<file path="config.mk">
export PLATFORM = sky130hd
export DESIGN_NAME = key_event_display
export DESIGN_NICKNAME = d
export VERILOG_FILES = /design/src/rtl/key_event_display_pkg.sv /design/src/rtl/key_event_display_scan_to_ascii.sv /design/src/rtl/key_event_display.sv
export SDC_FILE = /design/constraint.sdc
export NUM_CORES = 1
export LEC_CHECK = 0
export CORE_ASPECT_RATIO = 0.5
export CORE_MARGIN = 8
export CORE_UTILIZATION = 56
export CTS_CLUSTER_DIAMETER = 120
export DETAILED_ROUTE_END_ITERATION = 16
export PLACE_DENSITY = 0.9
export RECOVER_POWER = 50
export SLEW_MARGIN = 40
export SYNTH_ARGS = -nofsm -noshare
export SYNTH_HDL_FRONTEND = slang
export SYNTH_SLANG_ARGS = --single-unit
</file>
<file path="constraint.sdc">
create_clock -name clk -period 6 [get_ports clk]
set_clock_uncertainty 0.2 [all_clocks]
set_input_delay 1.8 -clock clk [delete_from_list [all_inputs] [get_ports clk]]
set_output_delay 1.8 -clock clk [all_outputs]
set_load 0.02 [all_outputs]
</file>
<file path="src/rtl/key_event_display_pkg.sv">
// -----------------------------------------------------------------------------
// key_event_display_pkg
// Shared definitions for the PS/2 key event display:
//   - kbd_state_e : scan-code decoder states
//   - PREFIX_EXT / PREFIX_BRK : E0 and F0 prefix bytes
//   - SEG_BLANK   : all segments off (active-low)
//   - hex_to_seg  : 4-bit value -> active-low 7-segment pattern (bit0=a..bit6=g)
// -----------------------------------------------------------------------------
package key_event_display_pkg;

    typedef enum logic [1:0] {
        ST_IDLE    = 2'd0,
        ST_EXT     = 2'd1,
        ST_BRK     = 2'd2,
        ST_EXT_BRK = 2'd3
    } kbd_state_e;

    localparam logic [7:0] PREFIX_EXT = 8'hE0;
    localparam logic [7:0] PREFIX_BRK = 8'hF0;
    localparam logic [6:0] SEG_BLANK  = 7'h7F;

    function automatic logic [6:0] hex_to_seg(input logic [3:0] nib);
        logic [6:0] pat;
        case (nib)
            4'h0:    pat = 7'h40;
            4'h1:    pat = 7'h79;
            4'h2:    pat = 7'h24;
            4'h3:    pat = 7'h30;
            4'h4:    pat = 7'h19;
            4'h5:    pat = 7'h12;
            4'h6:    pat = 7'h02;
            4'h7:    pat = 7'h78;
            4'h8:    pat = 7'h00;
            4'h9:    pat = 7'h10;
            4'hA:    pat = 7'h08;
            4'hB:    pat = 7'h03;
            4'hC:    pat = 7'h46;
            4'hD:    pat = 7'h21;
            4'hE:    pat = 7'h06;
            4'hF:    pat = 7'h0E;
            default: pat = SEG_BLANK;
        endcase
        return pat;
    endfunction

endpackage

</file>
<file path="src/rtl/key_event_display_scan_to_ascii.sv">
// -----------------------------------------------------------------------------
// scan_to_ascii
// Combinational PS/2 set-2 scan code to ASCII lookup (lowercase letters,
// digits 0-9 and space). Codes without a printable mapping report
// ascii_valid=0.
//   code        in  8  scan byte (without prefix)
//   ascii       out 8  ASCII character (8'h00 when unmapped)
//   ascii_valid out 1  a mapping exists for code
// -----------------------------------------------------------------------------
module scan_to_ascii (
    input  logic [7:0] code,
    output logic [7:0] ascii,
    output logic       ascii_valid
);

    // Lookup table; unmapped codes fall through to the default entry.
    always_comb begin
        ascii       = 8'h00;
        ascii_valid = 1'b1;
        case (code)
            8'h1C: ascii = 8'h61;  8'h32: ascii = 8'h62;  8'h21: ascii = 8'h63;
            8'h23: ascii = 8'h64;  8'h24: ascii = 8'h65;  8'h2B: ascii = 8'h66;
            8'h34: ascii = 8'h67;  8'h33: ascii = 8'h68;  8'h43: ascii = 8'h69;
            8'h3B: ascii = 8'h6A;  8'h42: ascii = 8'h6B;  8'h4B: ascii = 8'h6C;
            8'h3A: ascii = 8'h6D;  8'h31: ascii = 8'h6E;  8'h44: ascii = 8'h6F;
            8'h4D: ascii = 8'h70;  8'h15: ascii = 8'h71;  8'h2D: ascii = 8'h72;
            8'h1B: ascii = 8'h73;  8'h2C: ascii = 8'h74;  8'h3C: ascii = 8'h75;
            8'h2A: ascii = 8'h76;  8'h1D: ascii = 8'h77;  8'h22: ascii = 8'h78;
            8'h35: ascii = 8'h79;  8'h1A: ascii = 8'h7A;
            8'h45: ascii = 8'h30;  8'h16: ascii = 8'h31;  8'h1E: ascii = 8'h32;
            8'h26: ascii = 8'h33;  8'h25: ascii = 8'h34;  8'h2E: ascii = 8'h35;
            8'h36: ascii = 8'h36;  8'h3D: ascii = 8'h37;  8'h3E: ascii = 8'h38;
            8'h46: ascii = 8'h39;  8'h29: ascii = 8'h20;
            default: begin
                ascii       = 8'h00;
                ascii_valid = 1'b0;
            end
        endcase
    end

endmodule

</file>
<file path="src/rtl/key_event_display.sv">
// -----------------------------------------------------------------------------
// key_event_display
// Decodes PS/2 scan bytes into make/break events, tracks the held key,
// counts distinct presses in BCD and drives a multi-digit 7-segment display.
//   clk, rst            clock, asynchronous active-high reset
//   code_valid, code    one-cycle strobe with scan byte
//   seg [7*NDIG-1:0]    active-low segments; digits 1:0 code hex,
//                       3:2 ASCII hex, NDIG-1:4 BCD press count
//   key_down            a make is held and not yet released
//   key_ext             held / last key carried an E0 prefix
//   cnt_wrap            one-cycle pulse when the press counter rolls over
// The incoming byte is captured in an input register and decoded on the
// following edge, so every output changes one edge after the sampling edge.
// -----------------------------------------------------------------------------
module key_event_display
    import key_event_display_pkg::*;
#(
    parameter  int CNT_DIGITS       = 2,
    parameter  int BLANK_ON_RELEASE = 1,
    localparam int NDIG             = 4 + CNT_DIGITS
) (
    input  logic              clk,
    input  logic              rst,
    input  logic              code_valid,
    input  logic [7:0]        code,
    output logic [7*NDIG-1:0] seg,
    output logic              key_down,
    output logic              key_ext,
    output logic              cnt_wrap
);

    localparam int CW = 4 * CNT_DIGITS;

    logic              in_valid_q, in_valid_d;
    logic [7:0]        in_code_q, in_code_d;
    kbd_state_e        state_q, state_d;
    logic              key_down_q, key_down_d;
    logic              key_ext_q, key_ext_d;
    logic [7:0]        code_q, code_d;
    logic [CW-1:0]     cnt_q, cnt_d;
    logic              cnt_wrap_q, cnt_wrap_d;
    logic [7*NDIG-1:0] seg_q, seg_d, seg_rst_s;

    logic              is_make_s, is_break_s, ev_ext_s, held_match_s;
    logic [CW-1:0]     cnt_inc_s;
    logic              cnt_carry_s;
    logic [7:0]        ascii_s;
    logic              ascii_valid_s;

    // ASCII lookup of the code that will be latched after this edge.
    scan_to_ascii u_ascii (
        .code        (code_d),
        .ascii       (ascii_s),
        .ascii_valid (ascii_valid_s)
    );

    // Input capture stage; the held byte only changes on a strobe.
    always_comb begin
        in_valid_d = code_valid;
        if (code_valid) begin
            in_code_d = code;
        end else begin
            in_code_d = in_code_q;
        end
    end

    // Prefix decoder: classifies the captured byte as prefix, make or break.
    always_comb begin
        state_d    = state_q;
        is_make_s  = 1'b0;
        is_break_s = 1'b0;
        ev_ext_s   = 1'b0;
        if (in_valid_q) begin
            if (in_code_q == PREFIX_EXT) begin
                // E0 always (re)starts an extended sequence.
                state_d = ST_EXT;
            end else if (in_code_q == PREFIX_BRK) begin
                // F0 continues an E0 sequence, otherwise restarts as plain break.
                state_d = (state_q == ST_EXT) ? ST_EXT_BRK : ST_BRK;
            end else begin
                state_d = ST_IDLE;
                case (state_q)
                    ST_IDLE:    is_make_s = 1'b1;
                    ST_EXT:     begin is_make_s = 1'b1;  ev_ext_s = 1'b1; end
                    ST_BRK:     is_break_s = 1'b1;
                    ST_EXT_BRK: begin is_break_s = 1'b1; ev_ext_s = 1'b1; end
                    default:    state_d = ST_IDLE;
                endcase
            end
        end else begin
            state_d = state_q;
        end
    end

    // BCD increment of the press counter, rippling carry through the digits.
    always_comb begin
        logic carry;
        logic [3:0] dig;
        cnt_inc_s = cnt_q;
        carry     = 1'b1;
        for (int i = 0; i < CNT_DIGITS; i++) begin
            dig = cnt_q[4*i +: 4];
            if (carry) begin
                if (dig == 4'd9) begin
                    cnt_inc_s[4*i +: 4] = 4'd0;
                end else begin
                    cnt_inc_s[4*i +: 4] = dig + 4'd1;
                    carry = 1'b0;
                end
            end else begin
                cnt_inc_s[4*i +: 4] = dig;
            end
        end
        cnt_carry_s = carry;
    end

    // Held-key tracking: new makes latch and count, repeats and foreign breaks are ignored.
    always_comb begin
        key_down_d   = key_down_q;
        key_ext_d    = key_ext_q;
        code_d       = code_q;
        cnt_d        = cnt_q;
        cnt_wrap_d   = 1'b0;
        held_match_s = key_down_q && ({ev_ext_s, in_code_q} == {key_ext_q, code_q});
        if (is_make_s && !held_match_s) begin
            key_down_d = 1'b1;
            key_ext_d  = ev_ext_s;
            code_d     = in_code_q;
            cnt_d      = cnt_inc_s;
            cnt_wrap_d = cnt_carry_s;
        end else if (is_break_s && held_match_s) begin
            key_down_d = 1'b0;
        end else begin
            key_down_d = key_down_q;
        end
    end

    // Display image built from next-state values so it lines up with key_down.
    always_comb begin
        seg_d = '0;
        seg_d[6:0]   = hex_to_seg(code_d[3:0]);
        seg_d[13:7]  = hex_to_seg(code_d[7:4]);
        if (ascii_valid_s && !key_ext_d) begin
            seg_d[20:14] = hex_to_seg(ascii_s[3:0]);
            seg_d[27:21] = hex_to_seg(ascii_s[7:4]);
        end else begin
            seg_d[20:14] = SEG_BLANK;
            seg_d[27:21] = SEG_BLANK;
        end
        if ((BLANK_ON_RELEASE != 0) && !key_down_d) begin
            seg_d[27:0] = {4{SEG_BLANK}};
        end else begin
            seg_d[27:0] = seg_d[27:0];
        end
        for (int k = 0; k < CNT_DIGITS; k++) begin
            seg_d[7*(4+k) +: 7] = hex_to_seg(cnt_d[4*k +: 4]);
        end
    end

    // Reset display image: code 00 (no ASCII mapping) and a zero count.
    always_comb begin
        seg_rst_s = '0;
        if (BLANK_ON_RELEASE != 0) begin
            seg_rst_s[27:0] = {4{SEG_BLANK}};
        end else begin
            seg_rst_s[27:0] = {SEG_BLANK, SEG_BLANK, hex_to_seg(4'h0), hex_to_seg(4'h0)};
        end
        for (int k = 0; k < CNT_DIGITS; k++) begin
            seg_rst_s[7*(4+k) +: 7] = hex_to_seg(4'h0);
        end
    end

    // State and output registers.
    always_ff @(posedge clk or posedge rst) begin
        if (rst) begin
            in_valid_q <= 1'b0;
            in_code_q  <= 8'h00;
            state_q    <= ST_IDLE;
            key_down_q <= 1'b0;
            key_ext_q  <= 1'b0;
            code_q     <= 8'h00;
            cnt_q      <= '0;
            cnt_wrap_q <= 1'b0;
            seg_q      <= seg_rst_s;
        end else begin
            in_valid_q <= in_valid_d;
            in_code_q  <= in_code_d;
            state_q    <= state_d;
            key_down_q <= key_down_d;
            key_ext_q  <= key_ext_d;
            code_q     <= code_d;
            cnt_q      <= cnt_d;
            cnt_wrap_q <= cnt_wrap_d;
            seg_q      <= seg_d;
        end
    end

    assign seg      = seg_q;
    assign key_down = key_down_q;
    assign key_ext  = key_ext_q;
    assign cnt_wrap = cnt_wrap_q;

endmodule

</file>
==> key figures <==
Detailed routing
  – Via count: 4,072
  – DR iter-0 viols: 508
  – Via/cell ratio: 6.265
  – DRC: 0
  – Drt first pass iters: 6
  – Drt total wl: 11.65 mm
  – Post-DR wirelength/cell: about 18 um
  – ANT nets after route: 0

Critical path
  – WS Path Type: flop to flop
  – Critical Path End: seg[14]$_DFF_PP1_
  – Crit-path leading delay family: simple AND/OR/NAND/NOR gates
  – R2r setup slk: just over 700 ps
  – Max FO, Critical Path: 15
  – Startpoint types: flop
  – WP data arrival: 5340 ps
  – CP cell instances: nor4b_4, a21oi_1, and2_0, a21oi_4, mux2i_1, inv_1, ha_1, nand3b_1, mux2_2, a21oi_1, a41oi_1, nand4_1, inv_1, ha_1, nor3b_1, o21ai_0, o2111ai_1
  – Worst R2R End: seg[14]$_DFF_PP1_
  – CP max-delay cell: mux2i_1
  – R2R depth: 17
  – Worst Setup End Kind: flop
  – CP peak stage delay: approximately 540 ps
  – CP required: approximately 6100 ps
  – CP Buf/Inv Count: 2
  – Worst setup path start: in_code_q[2]$_DFFE_PP0P_
  – CP Depth: 17
  – Reg2reg start: in_code_q[2]$_DFFE_PP0P_

Synthesis
  – Top cells by area, synth: dfrtp_1 (22%), dfstp_2 (17%), ha_1 (6.9%)
  – FFs w/ async S/R, synth: 100.0%
  – Number of synthesized flops with an enable pin: 0
  – Mean post-synth cell area: between 9 and 10 um^2
  – Most area-hungry cell type in the Yosys netlist: dfrtp_1
  – Cell count after synthesis: 490
  – Synth top area share: between 20% and 30%
  – Seq/Total Area, Yosys: 39.21%
  – Top FF cell, synth: dfrtp_1
  – Distinct cell type count after synthesis: approximately 80
  – FF+latch count, synth: 72
  – Mapped Area: 4691 um^2
  – Synth warn: 0
  – Mapped Nets: 527
  – Count leader, synth: nand2_1
  – Synth cell count leaders: nand2_1 (48), dfrtp_1 (42), dfstp_2 (30), inv_1 (27), nand3_1 (27)

STA
  – Hold Violations, Final: 0
  – Max Clock Freq: 0.1890 GHz
  – Rel. slew slack: -55.93%
  – Fin. max-slew vios: 44
  – Setup TNS: 0 ps
  – Final critical-path setup slack: 708.7 ps
  – Setup violators final: 0
  – Final Cycle Share: roughly 88%
  – Worst-margin pin slew: 2339 ps
  – Post-route minimum period: between 5000 and 6000 ps
  – RSZ-0062 raised after global routing: no

Global route
  – First-pass GRT wire length: 19.29 mm
  – Gr ovfl total: 0
  – Total GRT Usage: 20.11%
  – Largest net degree at the start of global routing: 44
  – Antenna violations before repair: 0
  – Vias in the first global route: 3,815

Placed design
  – RePlAce Congestion: just under 1
  – Post-place setup slack: 968.2 ps
  – DP HPWL: 8.223 mm
  – IO Port Bufs: 55

CTS
  – Max Root-Sink Buffers: 2
  – Clock buffer count from CTS: 9
  – CTS tree: done
  – H-Tree Depth: 3
  – Clock Latency Late Sink: 340 ps
  – CTS root buffer: clkbuf_16
  – CTS Sinks: 72
  – CTS Hold Bufs: 0
  – Total setup buffers inserted after CTS: 0
  – Clock slew at reported path FFs: 60 ps
  – Post_cts resized: 0

Floorplan
  – Ports: 56
  – DIE HEIGHT: 80.72 um
  – Initial Util: 58.21%
  – Row cnt: 23
  – Core Region: 8058 um^2
  – Full die area: 11,740 um^2
  – Die Wd: between 100 and 150 um

Power and ir drop
  – Maximum vdd drop: 0.0001802 V
  – Pwr dens: 407.1 nW/um^2
  – Leak: between 0.002 and 0.0025 uW

Final layout
  – ANT cells: 0
  – Fin nets: 570
  – Area Overhead vs Synth: 18.48%
  – Ratio of cells with drive above 1 in the final layout: 17.29%

Job
  – Max_cap viols: 1

Min path
  – Hold Path Class: flop to flop

Run status
  – Status: finished with violations
  – Failing checks: max-capacitance violations, max-slew violations
==> kinds of logic after synthesis <==
family,Yosys count,synth area share (%)
buffers and inverters,56,5.175
AOI/OAI and AO/OA,140,21.90
muxes,33,7.815
and+or+nand+nor,151,16.72
xor gates and xnor gates,12,2.241
DFF,72,39.21
adders and majority gates,26,6.935
==> area by class of cell <==
class | instances | area (um^2)
clock buffers | 11 | 242.7
clock inverters | 5 | 56.30
fillers | 591 | 2500
inverters | 30 | 112.6
multi-input cells | 362 | 2601
flip-flops and latches | 72 | 1839
well taps | 112 | 140.1
repair buffers | 58 | 565.5
==> worst min path at each step <==
| stage | cells past startpoint | start | slack, ps | end |
|---|---|---|---|---|
| after floorplan | 2 | state_q[0]$_DFFE_PP0P_ | 280 | state_q[0]$_DFFE_PP0P_ |
| after global placement | 2 | state_q[0]$_DFFE_PP0P_ | 320 | state_q[0]$_DFFE_PP0P_ |
| after detailed placement | 2 | state_q[0]$_DFFE_PP0P_ | 330 | state_q[0]$_DFFE_PP0P_ |
| after CTS | 2 | state_q[0]$_DFFE_PP0P_ | 360 | state_q[0]$_DFFE_PP0P_ |
| after global routing | 2 | state_q[0]$_DFFE_PP0P_ | 380 | state_q[0]$_DFFE_PP0P_ |
| final | 2 | state_q[0]$_DFFE_PP0P_ | 370 | state_q[0]$_DFFE_PP0P_ |
==> worst reg2reg max path, delay by kind of cell, from the launching register on <==
kind / cells / cell delay (ps)
simple gates: 5 / 1450
compound gates: 6 / 1320
mux: 2 / 780
fa+ha+maj: 2 / 580
flops: 1 / 500
buf+inv: 2 / 390
==> metrics by stage <==
step / utilization [%] / hold WS (ps) / power (uW) / std cells / instance area (um^2)
after floorplan: - / 283.7 / 1409 / 490 / 4691
after global placement: 65.45 / 315.5 / 1690 / 634 / 5274
after detailed placement: 65.45 / 332.1 / 1717 / 634 / 5274
after CTS: 69.16 / 355.6 / 2261 / 650 / 5573
after global routing: 68.98 / 381.6 / 2399 / 650 / 5558
final: 68.98 / 365.2 / 2263 / 650 / 5558
==> per-layer routing <==
metal / GRT usage (%) / vias up / routed length [um] / part of all wire, %
li1: - / 1870 / - / -
met1: 25.03 / 1914 / 4825 / 41
met2: 33.06 / 248 / 5486 / 47
met3: 5.101 / 40 / 1050 / 9.0
met4: 9.372 / 0 / 287 / 2.5
met5: 0 / - / 0 / 0
==> layout by cell type, fill, tap and decap left out, types with 5 or more instances in the layout <==
master,synthesis,final
a211oi_1,4,5
a21oi_1,26,27
clkbuf_16,0,9
clkdlybuf4s50_1,0,53
dfrtp_1,42,42
dfstp_2,30,30
ha_1,26,26
inv_1,27,27
mux2_2,15,15
mux2i_1,13,14
nand2_1,48,48
nand3_1,27,27
nand4_1,6,6
nor2_1,26,26
nor2b_1,5,5
o211ai_1,9,9
o21ai_0,25,25
o221ai_1,9,9
or3_1,7,7
xnor2_1,12,11
==> registers in the layout (all words and copies together), names as in the netlist <==
register	cells
cnt_q	8
seg	42
code_q	8
state_q	2
key_ext	1
key_down	1
in_code_q	8
cnt_wrap	1
in_valid_q	1
==> report_power, final <==
group / total [uW] / internal, uW / switching (uW)
Sequential: 731 / 654 / 77.9
Combinational: 1000 / 414 / 587
Clock: 530 / 332 / 198
Total: 2260 / 1400 / 863
Power figures use the tool's default switching activity.
